`src/rtl/el2_pkg.sv`:
```
// el2_pkg
//   Shared types and constants for the DCCM port arbiter.
//   - el2_dccm_arb_owner_e : which requester owns an access (LSU or DMA)
//   - el2_dccm_arb_cmd_t   : command captured at the command stage
//   - legal range of the DMA starvation limit, plus its range-check helper
package el2_pkg;

    localparam int unsigned EL2_DCCM_BITS          = 16;
    localparam int unsigned EL2_FDATA_WIDTH        = 39;

    // Bounds for the DMA starvation limit; the counter is 4 bits wide.
    localparam int unsigned EL2_ARB_STARVE_MIN     = 1;
    localparam int unsigned EL2_ARB_STARVE_LIMIT   = 15;
    localparam int unsigned EL2_ARB_STARVE_CNT_W   = 4;

    typedef enum logic {
        ARB_LSU = 1'b0,
        ARB_DMA = 1'b1
    } el2_dccm_arb_owner_e;

    typedef struct packed {
        logic                         we;
        logic [EL2_DCCM_BITS-1:0]     addr;
        logic [EL2_FDATA_WIDTH-1:0]   wdata;
        el2_dccm_arb_owner_e          owner;
    } el2_dccm_arb_cmd_t;

    function automatic bit el2_arb_starve_max_ok(input int unsigned v);
        return (v >= EL2_ARB_STARVE_MIN) && (v <= EL2_ARB_STARVE_LIMIT);
    endfunction

endpackage

```
`src/rtl/el2_dccm_arb_starve_ctr.sv`:
```
// el2_dccm_arb_starve_ctr
//   Counts consecutive cycles in which a pending DMA request loses to the LSU.
//   Ports:
//     clk, rst         : clock, asynchronous active-high reset
//     dma_req_i        : DMA request (already masked by reset)
//     dma_gnt_i        : DMA granted this cycle -> clear
//     lsu_gnt_i        : LSU granted this cycle -> count a lost DMA cycle
//     starve_hit_o     : counter has reached STARVE_MAX; forces a DMA grant
module el2_dccm_arb_starve_ctr
    import el2_pkg::*;
#(
    parameter int unsigned STARVE_MAX = 4
) (
    input  logic clk,
    input  logic rst,
    input  logic dma_req_i,
    input  logic dma_gnt_i,
    input  logic lsu_gnt_i,
    output logic starve_hit_o
);

    localparam logic [EL2_ARB_STARVE_CNT_W-1:0] MAX_C = STARVE_MAX[EL2_ARB_STARVE_CNT_W-1:0];

    logic [EL2_ARB_STARVE_CNT_W-1:0] cnt_q;
    logic [EL2_ARB_STARVE_CNT_W-1:0] cnt_d;

    // A dropped request restarts the count, so starvation is measured only
    // over an unbroken run of waiting cycles.
    always_comb begin
        cnt_d = cnt_q;
        if (dma_gnt_i || !dma_req_i) begin
            cnt_d = '0;
        end else if (lsu_gnt_i && (cnt_q != MAX_C)) begin
            cnt_d = cnt_q + 1'b1;
        end
    end

    always_ff @(posedge clk or posedge rst) begin
        if (rst) begin
            cnt_q <= '0;
        end else begin
            cnt_q <= cnt_d;
        end
    end

    assign starve_hit_o = (cnt_q == MAX_C);

endmodule

```
`src/rtl/el2_dccm_port_arb.sv`:
```
// el2_dccm_port_arb
//   Shares the single DCCM access port between the LSU (default priority) and
//   the DMA slave (starvation protected), registers the winning command onto
//   the DCCM pins and steers returned read data to the requester that owns it.
//   Ports:
//     clk, rst                      : clock, asynchronous active-high reset
//     lsu_/dma_ req,we,addr,wdata   : requester commands, held until granted
//     lsu_/dma_ gnt                 : combinational grants
//     lsu_/dma_ rvalid,rdata        : read response per requester
//     dccm_wren/rden/addr/wr_data   : registered DCCM command
//     dccm_rd_data                  : DCCM read data, one cycle after rden
module el2_dccm_port_arb
    import el2_pkg::*;
#(
    parameter int unsigned DCCM_BITS   = EL2_DCCM_BITS,
    parameter int unsigned FDATA_WIDTH = EL2_FDATA_WIDTH,
    parameter int unsigned STARVE_MAX  = 4
) (
    input  logic                   clk,
    input  logic                   rst,
    input  logic                   lsu_req,
    input  logic                   lsu_we,
    input  logic [DCCM_BITS-1:0]   lsu_addr,
    input  logic [FDATA_WIDTH-1:0] lsu_wdata,
    input  logic                   dma_req,
    input  logic                   dma_we,
    input  logic [DCCM_BITS-1:0]   dma_addr,
    input  logic [FDATA_WIDTH-1:0] dma_wdata,
    output logic                   lsu_gnt,
    output logic                   dma_gnt,
    output logic                   lsu_rvalid,
    output logic [FDATA_WIDTH-1:0] lsu_rdata,
    output logic                   dma_rvalid,
    output logic [FDATA_WIDTH-1:0] dma_rdata,
    output logic                   dccm_wren,
    output logic                   dccm_rden,
    output logic [DCCM_BITS-1:0]   dccm_addr,
    output logic [FDATA_WIDTH-1:0] dccm_wr_data,
    input  logic [FDATA_WIDTH-1:0] dccm_rd_data
);

    // The command struct is sized by the package widths.
    if (!el2_arb_starve_max_ok(STARVE_MAX)) begin : g_bad_starve
        $error("el2_dccm_port_arb: STARVE_MAX out of range");
    end
    if (DCCM_BITS != EL2_DCCM_BITS || FDATA_WIDTH != EL2_FDATA_WIDTH) begin : g_bad_width
        $error("el2_dccm_port_arb: widths must match el2_pkg");
    end

    logic lsu_req_m;
    logic dma_req_m;
    logic starve_hit;
    logic any_gnt;

    el2_dccm_arb_cmd_t cmd_d;

    logic                    wren_q;
    logic                    rden_q;
    logic [DCCM_BITS-1:0]    addr_q;
    logic [FDATA_WIDTH-1:0]  wr_data_q;
    el2_dccm_arb_owner_e     c_owner_q;
    logic                    r_vld_q;
    el2_dccm_arb_owner_e     r_owner_q;

    // Requests are masked during reset so no grant can escape while rst is high.
    assign lsu_req_m = lsu_req & ~rst;
    assign dma_req_m = dma_req & ~rst;

    assign dma_gnt = dma_req_m & (~lsu_req_m | starve_hit);
    assign lsu_gnt = lsu_req_m & ~dma_gnt;
    assign any_gnt = lsu_gnt | dma_gnt;

    el2_dccm_arb_starve_ctr #(
        .STARVE_MAX(STARVE_MAX)
    ) u_starve_ctr (
        .clk         (clk),
        .rst         (rst),
        .dma_req_i   (dma_req_m),
        .dma_gnt_i   (dma_gnt),
        .lsu_gnt_i   (lsu_gnt),
        .starve_hit_o(starve_hit)
    );

    always_comb begin
        if (dma_gnt) begin
            cmd_d.we    = dma_we;
            cmd_d.addr  = dma_addr;
            cmd_d.wdata = dma_wdata;
            cmd_d.owner = ARB_DMA;
        end else begin
            cmd_d.we    = lsu_we;
            cmd_d.addr  = lsu_addr;
            cmd_d.wdata = lsu_wdata;
            cmd_d.owner = ARB_LSU;
        end
    end

    // Command stage feeds the DCCM pins; the response stage tracks which
    // requester the read data returning next cycle belongs to.
    always_ff @(posedge clk or posedge rst) begin
        if (rst) begin
            wren_q    <= 1'b0;
            rden_q    <= 1'b0;
            addr_q    <= '0;
            wr_data_q <= '0;
            c_owner_q <= ARB_LSU;
            r_vld_q   <= 1'b0;
            r_owner_q <= ARB_LSU;
        end else begin
            wren_q <= any_gnt & cmd_d.we;
            rden_q <= any_gnt & ~cmd_d.we;
            if (any_gnt) begin
                addr_q    <= cmd_d.addr;
                wr_data_q <= cmd_d.wdata;
                c_owner_q <= cmd_d.owner;
            end
            r_vld_q   <= rden_q;
            r_owner_q <= c_owner_q;
        end
    end

    assign dccm_wren    = wren_q;
    assign dccm_rden    = rden_q;
    assign dccm_addr    = addr_q;
    assign dccm_wr_data = wr_data_q;

    assign lsu_rvalid = r_vld_q & (r_owner_q == ARB_LSU);
    assign dma_rvalid = r_vld_q & (r_owner_q == ARB_DMA);
    assign lsu_rdata  = dccm_rd_data;
    assign dma_rdata  = dccm_rd_data;

endmodule
```
`config.mk`:
```
export PLATFORM = sky130hd
export DESIGN_NAME = el2_dccm_port_arb
export DESIGN_NICKNAME = d
export VERILOG_FILES = /design/src/rtl/el2_pkg.sv /design/src/rtl/el2_dccm_arb_starve_ctr.sv /design/src/rtl/el2_dccm_port_arb.sv
export SDC_FILE = /design/constraint.sdc
export NUM_CORES = 1
export LEC_CHECK = 0
export ABC_CLOCK_PERIOD_IN_PS = 4750
export BUFFER_PORTS_ARGS = -buffer_cell sky130_fd_sc_hd__buf_2
export CAP_MARGIN = 30
export CORE_AREA = 2 2 113 115
export CTS_CLUSTER_SIZE = 24
export DETAILED_ROUTE_END_ITERATION = 10
export DIE_AREA = 0 0 115 117
export GPL_ROUTABILITY_DRIVEN = 0
export PLACE_DENSITY = 0.69
export SETUP_SLACK_MARGIN = 0.05
export SLEW_MARGIN = 20
export SYNTH_ARGS = -nofsm -noshare
export SYNTH_HDL_FRONTEND = slang
export SYNTH_SLANG_ARGS = --single-unit
```
`constraint.sdc`:
```
create_clock -name clk -period 4.75 [get_ports clk]
set_input_delay 0.95 -clock clk [delete_from_list [all_inputs] [get_ports clk]]
set_output_delay 0.95 -clock clk [all_outputs]
set_load 0.05 [all_outputs]
```
==> results.sh <==
export IMPL_setup_viol=0
export IMPL_worstPathMaxFanout=57
export IMPL_tightest_slew_ps=827.4
export IMPL_critPathCaptureType="output pin"
export IMPL_ir_drop_v=0.0001757
export IMPL_routed_wl_mm=8.339
export IMPL_grt_overflow=0
export IMPL_cts_buffers=9
export IMPL_finalCriticalPeriod_ps=3184
export IMPL_r2r_slack_ps=2820
export IMPL_pre_cts_slack_ps=1570
export IMPL_clk_pin_slew_ps=60
export IMPL_final_hold_viol_count=0
export IMPL_drc=0
export IMPL_tns_ps=0
export IMPL_fin_cells=546
export IMPL_seqCellArea_sq_mm=0.001602
export IMPL_insertion_delay_ps=320
export IMPL_hold_depth=0
export IMPL_grt_max_degree=67
export IMPL_dp_hpwl_mm=5.815
export IMPL_hold_slack_ps=379.5
export IMPL_dr_pass1_iters=4
export IMPL_multi_input_area_sq_mm=0.001079
export IMPL_dp_cells=529
export IMPL_reg2reg_to="dccm_wr_data[21]"
export IMPL_chipWidth_um=115
export IMPL_synth_area_leaders="dfrtp_1, buf_4, a221o_1"
export IMPL_portBuffers=176
export IMPL_ctsHoldBuffers=0
export IMPL_path_class="in -> out"
export IMPL_grt_total_usage=0.1175
export IMPL_antenna_left=0
export IMPL_final_layout_size_suffix_gt1_frac=0.5025
export IMPL_start_util=0.2738
export IMPL_arrival_ps=2230
export IMPL_nets=548
export IMPL_report_final_slew_viol_count=0
export IMPL_syn_nets=454
export IMPL_min_delay_start="dccm_rden"
export IMPL_ys_seq_area_frac=0.4751
export IMPL_grt_pass1_vias=2365
export IMPL_crit_reg2reg_launch="u_starve_ctr.cnt_q[0]"
export IMPL_fin_crit_sh=0.6703
export IMPL_rsz0062_at_grt="no"
export IMPL_wl_per_cell_um=15.27
export IMPL_rows=41
export IMPL_cts_setup_buffers=0
export IMPL_cap_violations=0
export IMPL_dieArea_sq_mm=0.01346
export IMPL_timing_fmax_ghz=0.3141
export IMPL_antenna_found_initial=0
export IMPL_hold_end="r_vld_q"
export IMPL_netlist_area_sq_mm=0.003371
export IMPL_antenna_cells=0
export IMPL_clockRootBuffer="clkbuf_16"
export IMPL_p_per_area_mw_per_mm2=433.2
export IMPL_syn_area_per_cell_sq_um=11.35
export IMPL_grt_pass1_wl_mm=12.14
export IMPL_yosysTopAreaCell="dfrtp_1"
export IMPL_placed_area_sq_mm=0.003782
export IMPL_core_sq_mm=0.01231
export IMPL_power_mw=1.779
export IMPL_fin_area_sq_mm=0.004108
export IMPL_die_h_um=117
export IMPL_reg2reg_depth=6
export IMPL_worst_endpoint_required_ps=3800
export IMPL_cts_buffer_depth=2
export IMPL_ys_ff_latch=64
export IMPL_final_setup_worst_slack_ps=1566
export IMPL_hp_class="reg -> reg"
export IMPL_cts_tree="yes"
export IMPL_slew_headroom=0.4484
export IMPL_drtIter0Drc=121
export IMPL_ios=294
export IMPL_start_kind="primary input"
export IMPL_n_fill_cell=1258
export IMPL_synth_warnings=0
export IMPL_routed_via_density=4.694
export IMPL_syn2layout_area_growth_pct=21.86
export IMPL_post_route_util=0.3336
export IMPL_ys_types=26
export IMPL_htree_levels=3
export IMPL_cts_resized=0
export IMPL_synthCells=297
export IMPL_cts_sinks=64
export IMPL_outcome="completed"
export IMPL_synth_top_cell_area_share=0.4751
export IMPL_vias=2563
export IMPL_power_leakage_nw=2.101
export IMPL_finClkSkew_ps=5.600
## routing by layer
metal  GRT usage  routed length (um)
met1      0.1427                3423
met2      0.1894                3996
met3     0.03965                 716
met4     0.05462                 202
met5           0                   0
## placed cells by master (no fill, tap or decap), types with 2 or more instances in the layout
cell type     n
ha_1          2
buf_2       176
clkbuf_16     9
dfrtp_1      64
clkinv_4      2
and2_1       54
buf_4         2
clkinvlp_4    2
clkinv_2      2
and2_0        2
nor2_1        4
inv_1         4
a221o_1      55
## report_power, final
part,switching [mW],leakage [nW],internal (mW)
logic,0.338,1.16,0.151
registers,0.0299,0.799,0.610
clock network,0.245,0.141,0.405
## worst max-delay path, cell delays in order
cell and delay (ps):
buf_2 140, nand4b_1 120, and3_4 630, buf_2 380
## worst max path at each step
stage / from / end / slack [ps]
floorplan: rst / lsu_gnt / 690
global placement: dma_req / lsu_gnt / 1610
detailed placement: dma_req / lsu_gnt / 1570
CTS: dma_req / lsu_gnt / 1540
global route: dma_req / lsu_gnt / 1510
finish: dma_req / lsu_gnt / 1570
## synthesized netlist by cell type
library cell  count
a41o_1            1
dfrtp_1          64
o21bai_1          1
buf_6             4
buf_2             3
inv_1             5
xnor2_1           1
and2_0            2
nand4_1           1
a221o_1          55
a21o_1            1
and2_1           54
and3_4            1
nand4b_1          1
buf_4            80
a21oi_1           1
a22o_1            1
clkbuf_1          9
nor2_1            4
nand3_1           1
xor2_1            1
nand3b_1          1
nand2b_1          1
nor2b_1           1
a211oi_1          1
ha_1              2
## cell families (layout without fill, tap and decap cells)
family	Yosys count	in the layout	share of synthesized area
buf+inv	101	200	0.2116
flops	64	64	0.4751
compound gates	61	61	0.1771
simple gates	67	67	0.1236
fa+ha+maj	2	2	0.007423
xor+xnor	2	2	0.005198
## flip-flops by register name, indices dropped and copies added (netlist names)
register / count
c_owner_q: 1
dccm_addr: 16
dccm_rden: 1
dccm_wr_data: 39
dccm_wren: 1
r_owner_q: 1
r_vld_q: 1
u_starve_ctr.cnt_q: 4
## layout make-up
class,count,area share
Clock inverter,7,0.01767
Multi-Input combinational cell,132,0.2626
Tap cell,150,0.04569
Timing Repair Buffer,179,0.2248
Inverter,5,0.004569
Sequential cell,64,0.3899
Clock buffer,9,0.05483
Note: power is estimated with default switching activity, not from simulation.
